===== src/rtl/gearbox_132_128.sv =====
// rtl/gearbox_132_128.sv - TX gearbox packing 132-bit link blocks into 128-bit PHY beats (33 beats per 32 blocks)
// Residue is kept MSB-aligned in hold_q; fill_q counts valid 4-bit units (0..32).
module gearbox_132_128 (
  input  logic         clk,
  input  logic         rst_n,
  input  logic [131:0] din,
  input  logic         din_valid,
  output logic         din_ready,
  output logic [127:0] dout,
  output logic         dout_valid,
  input  logic         dout_ready
);

  logic [5:0]   fill_q, fill_d;
  logic [127:0] hold_q, hold_d;
  logic [127:0] dout_q, dout_d;
  logic         dout_valid_q, dout_valid_d;

  logic         advance;
  logic         full;
  logic [8:0]   shamt;
  logic [259:0] cat;

  assign advance = !dout_valid_q || dout_ready;
  assign full    = (fill_q == 6'd32);

  // Gated by rst_n so the source sees no acceptance while the block is held in reset.
  assign din_ready = rst_n && advance && !full;

  // Place din directly below the 4*fill valid residue bits inside a 260-bit window.
  assign shamt = 9'd128 - {1'b0, fill_q, 2'b00};
  assign cat   = {hold_q, 132'd0} | ({128'd0, din} << shamt);

  always_comb begin
    fill_d       = fill_q;
    hold_d       = hold_q;
    dout_d       = dout_q;
    dout_valid_d = dout_valid_q;
    if (advance) begin
      if (full) begin
        dout_d       = hold_q;
        dout_valid_d = 1'b1;
        hold_d       = 128'd0;
        fill_d       = 6'd0;
      end else if (din_valid) begin
        dout_d       = cat[259:132];
        hold_d       = cat[131:4];
        fill_d       = fill_q + 6'd1;
        dout_valid_d = 1'b1;
      end else begin
        dout_valid_d = 1'b0;
      end
    end
  end

  always_ff @(posedge clk or negedge rst_n) begin
    if (!rst_n) begin
      fill_q       <= 6'd0;
      hold_q       <= 128'd0;
      dout_q       <= 128'd0;
      dout_valid_q <= 1'b0;
    end else begin
      fill_q       <= fill_d;
      hold_q       <= hold_d;
      dout_q       <= dout_d;
      dout_valid_q <= dout_valid_d;
    end
  end

  assign dout       = dout_q;
  assign dout_valid = dout_valid_q;

endmodule

===== config.mk =====
export PLATFORM = sky130hd
export DESIGN_NAME = gearbox_132_128
export DESIGN_NICKNAME = d
export VERILOG_FILES = /design/src/rtl/gearbox_132_128.sv
export SDC_FILE = /design/constraint.sdc
export NUM_CORES = 1
export LEC_CHECK = 0
export CAP_MARGIN = 40
export CELL_PAD_IN_SITES_DETAIL_PLACEMENT = 1
export CELL_PAD_IN_SITES_GLOBAL_PLACEMENT = 1
export CORE_MARGIN = 5
export CORE_UTILIZATION = 47
export DETAILED_ROUTE_END_ITERATION = 7
export GPL_TIMING_DRIVEN = 1
export PLACE_DENSITY = 0.9
export SYNTH_ARGS = -nofsm -noshare
export SYNTH_HDL_FRONTEND = slang
export SYNTH_SLANG_ARGS = --single-unit

===== constraint.sdc =====
create_clock -name clk -period 8.9 [get_ports clk]
set_input_delay 1.335 -clock clk [delete_from_list [all_inputs] [get_ports clk]]
set_output_delay 1.335 -clock clk [all_outputs]
set_load 0.01 [all_outputs]

Word-level counts from Yosys, hierarchy flattened

Cells that the tools add are included.

Bits in writable memories: 0
Input bits: 136
Bits in latches: 0
Register bits after elaboration: 263
Memories: 0
Memory bits (read-only): 0

Muxes and demuxes: 8
Div/mod/pow operators: 0
Add/sub/neg operators: 2
Bitwise logic cells: 1
Order comparisons: 0
Shifts and indexed selects: 1
Equal/unequal tests: 1
Reductions and logical operators: 7
$mul: 0

Operator list:

| kind                                            | count |
|---|---|
| two-way mux 128 bit                             | 4 |
| OR 260 bit                                      | 1 |
| left shift 132 x 9 -> 260 bit                   | 1 |
| two-way mux 6 bit                               | 2 |
| subtractor 8 x 8 -> 9 bit, first input constant | 1 |
| adder 6 x 1 -> 6 bit, second input constant     | 1 |
| == test 6 bit, second input constant            | 1 |
| logical AND 1 bit                               | 2 |
| logical NOT 1 bit                               | 2 |
| two-way mux 1 bit                               | 2 |
| AND reduction 2 bit                             | 1 |
| nonzero test 2 bit                              | 1 |
| logical OR 1 bit                                | 1 |

Longest topological paths before layout

Depth after elaboration: 5
Gate-level depth with buffers: 19
Depth with buffers taken out: 8

Worst setup path after synthesis

No wires, ideal clock.

Kind: register -> output
Start: reg fill_q[0]
End: out din_ready
Path slack: 5.061 ns
Arrival time: 2.504 ns
Required time: 7.565 ns
Cell stages (with the launch flop): 12
Cells stage by stage: dfrtp_1 buf_4 buf_4 buf_4 inv_2 buf_4 buf_6 ha_1 buf_4 nor4b_1 nand2_1 and3_1

Word-level cells in the longest chain between the ends: 3

Ends and longest elaborated chain:

| item                   | line | source |
|---|---|---|
| start, declared        | 14   | `logic [5:0] fill_q, fill_d;` |
| start signal, assigned | 63   | `fill_q <= fill_d;` |
| == test 6 bit          | 25   | `assign full = (fill_q == 6'd32);` |
| logical NOT 1 bit      | 28   | `assign din_ready = rst_n && advance && !full;` |
| logical AND 1 bit      | 28   |  |
| end, declared          | 8    | `output logic din_ready,` |

No other way between the ends.

Worst setup path after layout

Start: reg fill_q[0]
End: reg hold_q[10]

Word-level cells in the longest chain between the ends: 5
Elaborated cells between the ends (all ways): 8

Ends and longest elaborated chain:

| item                          | line | source |
|---|---|---|
| subtractor 8 x 8 -> 9 bit     | 31   | `assign shamt = 9'd128 - {1'b0, fill_q, 2'b00};` |
| left shift 132 x 9 -> 260 bit | 32   | `assign cat = {hold_q, 132'd0} \| ({128'd0, din} << shamt);` |
| OR 260 bit                    | 32   |  |
| two-way mux 128 bit           | 45   | `end else if (din_valid) begin` |
| two-way mux 128 bit           | 40   | `if (full) begin` |
| end signal, assigned          | 64   | `hold_q <= hold_d;` |
| end, declared                 | 15   | `logic [127:0] hold_q, hold_d;` |

Parallel ways exist; a longest one is shown, timed or not. The select of a mux whose other input is x is not followed.
A chain may end at the register's enable or synchronous reset.

==> impl_results.md <==
- Status: finished, final reports clean
- Final Slew Violations: 0
- Layout Cells excl Fill: 2,893
- Final setup violation count: 0
- Worst reg2reg path depth: 9
- Gr usage total: 0.497
- Count of final hold-check violations: 0
- Number of synthesized register bits: 263
- Fillers: 4,600
- CP Launch Type: flip-flop
- Final nets: 2,462
- WL final: 121 mm
- Max Cap Viol: 0
- H-tree depth: 2
- CTS clk-pin slew, worst paths: 0.06 ns
- Row count: 75
- Most numerous cell on the critical path: buf_4
- Worst reg2reg startpoint: fill_q[0]$_DFFE_PN0P_
- Die Span Y: 217 um
- Cts-stage hold buffer count: 0
- RSZ-0062 raised after global routing: false
- CTS tree: yes
- CTS Buffer Depth: 3
- Initial core utilization: 0.476
- Post-CTS Resized: 0
- Main synth FF type: dfrtp_1
- Drt pass-1 iters: 6
- Worst Path Class, Setup: flip-flop to flip-flop
- Fin crit share: 0.577
- Worst EP arrival: 5.63 ns
- Slowest CP cell: buf_4
- Post-DR vias/cell: 7.77
- Pin count of the biggest net entering global routing: 169
- Area occupied by multi-input gates: 12,600 um2
- Endpoint type of the worst setup path: flip-flop
- Detail Route Antenna Nets: 0
- Share of cells above drive strength 1: 0.139
- Post-synth EDFFs: 0
- Hold Startpoint: hold_q[7]$_DFFE_PN0P_
- Flop-to-flop setup slack: 3.77 ns
- Clock skew: 0.0165 ns
- Die ar.: 46,900 um2
- Minimum clock period: 5.13 ns
- Post-synthesis adder-cell area fraction: 0.00125
- Post-Place Cells: 2,826
- Largest family of logic cells by synthesized area: multiplexers
- Number of setup buffers added after CTS: 0
- Multiplexer share of the synthesized area: 0.269
- Cell area after synthesis: 20,100 um2
- Antenna violations before repair: 8
- Compound-gate portion of the synthesized area: 0.218
- Core region area: 42,100 um2
- Proportion of netlist area held by the largest area contributor: 0.328
- Register area share after synthesis: 0.328
- CP Max Fanout: 62
- Die Span X: 217 um
- Hold-critical path depth: 2
- TritonCTS buffer count: 34
- Worst-Skew Late Latency: 0.57 ns
- DRC: 0
- FF+latch area: 6590 um2
- Commonest cells post-synth: mux2i_1 (290), dfrtp_1 (263), nand2_1 (253)
- GP Congestion: 1.11
- Synth Area in XOR/XNOR: 0.00567
- Clock Tree Root: clkbuf_16
- Reg2reg end: hold_q[10]$_DFFE_PN0P_
- CP required: 9.40 ns
- Worst-margin pin slew: 1.17 ns
- Largest cells by area after synthesis: dfrtp_1 (33%), mux2i_1 (14%), mux4_2 (7.1%), mux2_2 (5.3%), nand2_1 (4.7%)
- DP Wirelength: 89.0 mm
- Synth Instances: 2,145
- Clk sinks: 263
- Most common cell in the synthesized netlist: mux2i_1
- Number of global-route vias before repair: 22,400
- Crit-path cells: inv_2, ha_4, or3b_2, xnor2_4, buf_4, nand2_1, buf_4, nor2_1, a22o_1
- CP bufs+invs: 3
- Boundary Pins: 266
- Final TNS setup: 0 ns
- Synth cell types: 80
- Post-synthesis simple-gate area fraction: 0.127
- Critical path origin: fill_q[0]$_DFFE_PN0P_
- Syn_area_per_cell: 9.36 um2
- Async S/R FF share, synth: 1.00
- Fmax: 195 MHz
- Worst Hold Class: flip-flop to flip-flop
- Total number of vias: 22,500
- YS warnings: 0
- Crit-path leading delay family: simple AND/OR/NAND/NOR gates
- Global route overflow: 0
- Post-synth top area cell: dfrtp_1
- Worst rel slew slack: 0.222
- P&R area growth vs syn: 21.4%
- Hold EP: hold_q[7]$_DFFE_PN0P_
- IO Port Bufs: 265
- Post-Syn Nets: 2,283
- Slowest Stage Delay on Critical Path: 0.79 ns
- First-pass GRT wire length: 170 mm
- Wirelength per Cell: 41.9 um
- DRT iter0 DRCs: 3,826
[through the flow]
step                      utilization  instance area, um2  hold WS, ns  worst slack (ns)
after floorplan                     -               20100        0.446              5.06
after global placement          0.543               22900        0.462              3.41
after detailed placement        0.552               23300        0.472              4.01
after CTS                       0.578               24300        0.485              4.00
after global routing            0.578               24400        0.514              3.77
final                           0.578               24400        0.486              3.77
[logic make-up (layout without fill, tap and decap cells)]
group | after synthesis | after routing
AO/OA/AOI/OAI | 622 | 622
XOR/XNOR | 10 | 10
adder cells (fa/ha/maj) | 2 | 2
buffers and inverters | 206 | 409
flip-flops | 263 | 263
multiplexers | 448 | 448
other | 0 | 6
AND/OR/NAND/NOR | 594 | 594
[final cells by class]
cell class,count,share of cell area
diodes,6,0.000616
clock buffers,48,0.0400
clock inverters,12,0.00452
inverters,9,0.00139
multi-input cells,1676,0.515
flip-flops and latches,263,0.270
well taps,539,0.0277
repair buffers,340,0.140
[how the worst max path moves through the flow]
stage	slack [ns]	depth (start not counted)	endpoint
after floorplan	5.06	11	din_ready
after global placement	3.41	9	dout[35]$_DFFE_PN0P_
after detailed placement	4.01	9	hold_q[5]$_DFFE_PN0P_
after CTS	4.00	9	hold_q[5]$_DFFE_PN0P_
after global routing	3.77	9	hold_q[5]$_DFFE_PN0P_
final	3.77	9	hold_q[10]$_DFFE_PN0P_
[worst reg2reg max path, cell delays in order, from the launching register on]
cell and delay (ns):
dfrtp_4 0.57, inv_2 0.43, ha_4 0.31, or3b_2 0.61, xnor2_4 0.17, buf_4 0.79
nand2_1 0.74, buf_4 0.54, nor2_1 0.66, a22o_1 0.24
[cell usage in the layout, fill, tap and decap left out, drive strengths merged, types with 8 or more instances in the layout]
cell,instances
mux2i,290
clkdlybuf4s50,264
dfrtp,263
nand2,254
nor2,198
o21ai,164
mux2,95
o221ai,80
buf,76
a21oi,69
mux4,63
o22ai,60
clkbuf,48
nand3,46
a22oi,28
a221oi,26
nor3,26
a22o,25
a221o,23
o211ai,19
and3,18
a2bb2oi,17
a31oi,16
a211oi,16
a211o,14
and2,13
o21a,12
inv,12
o2bb2ai,8
or2,8
xnor2,8
[sequential cells by signal, indices dropped and copies added, names as in the netlist]
signal / cells
fill_q: 6
dout_valid: 1
hold_q: 128
dout: 128
[layer usage]
| metal | routed length (um) | track usage | part of all wire |
|---|---|---|---|
| met1 | 43100 | 0.625 | 0.36 |
| met2 | 50000 | 0.723 | 0.41 |
| met3 | 17700 | 0.180 | 0.15 |
| met4 | 10400 | 0.318 | 0.086 |
| met5 | 38 | 0 | 0.00031 |
Power is not shown: default switching activity piles up to over one toggle a cycle in this logic, so the estimate is an artifact.
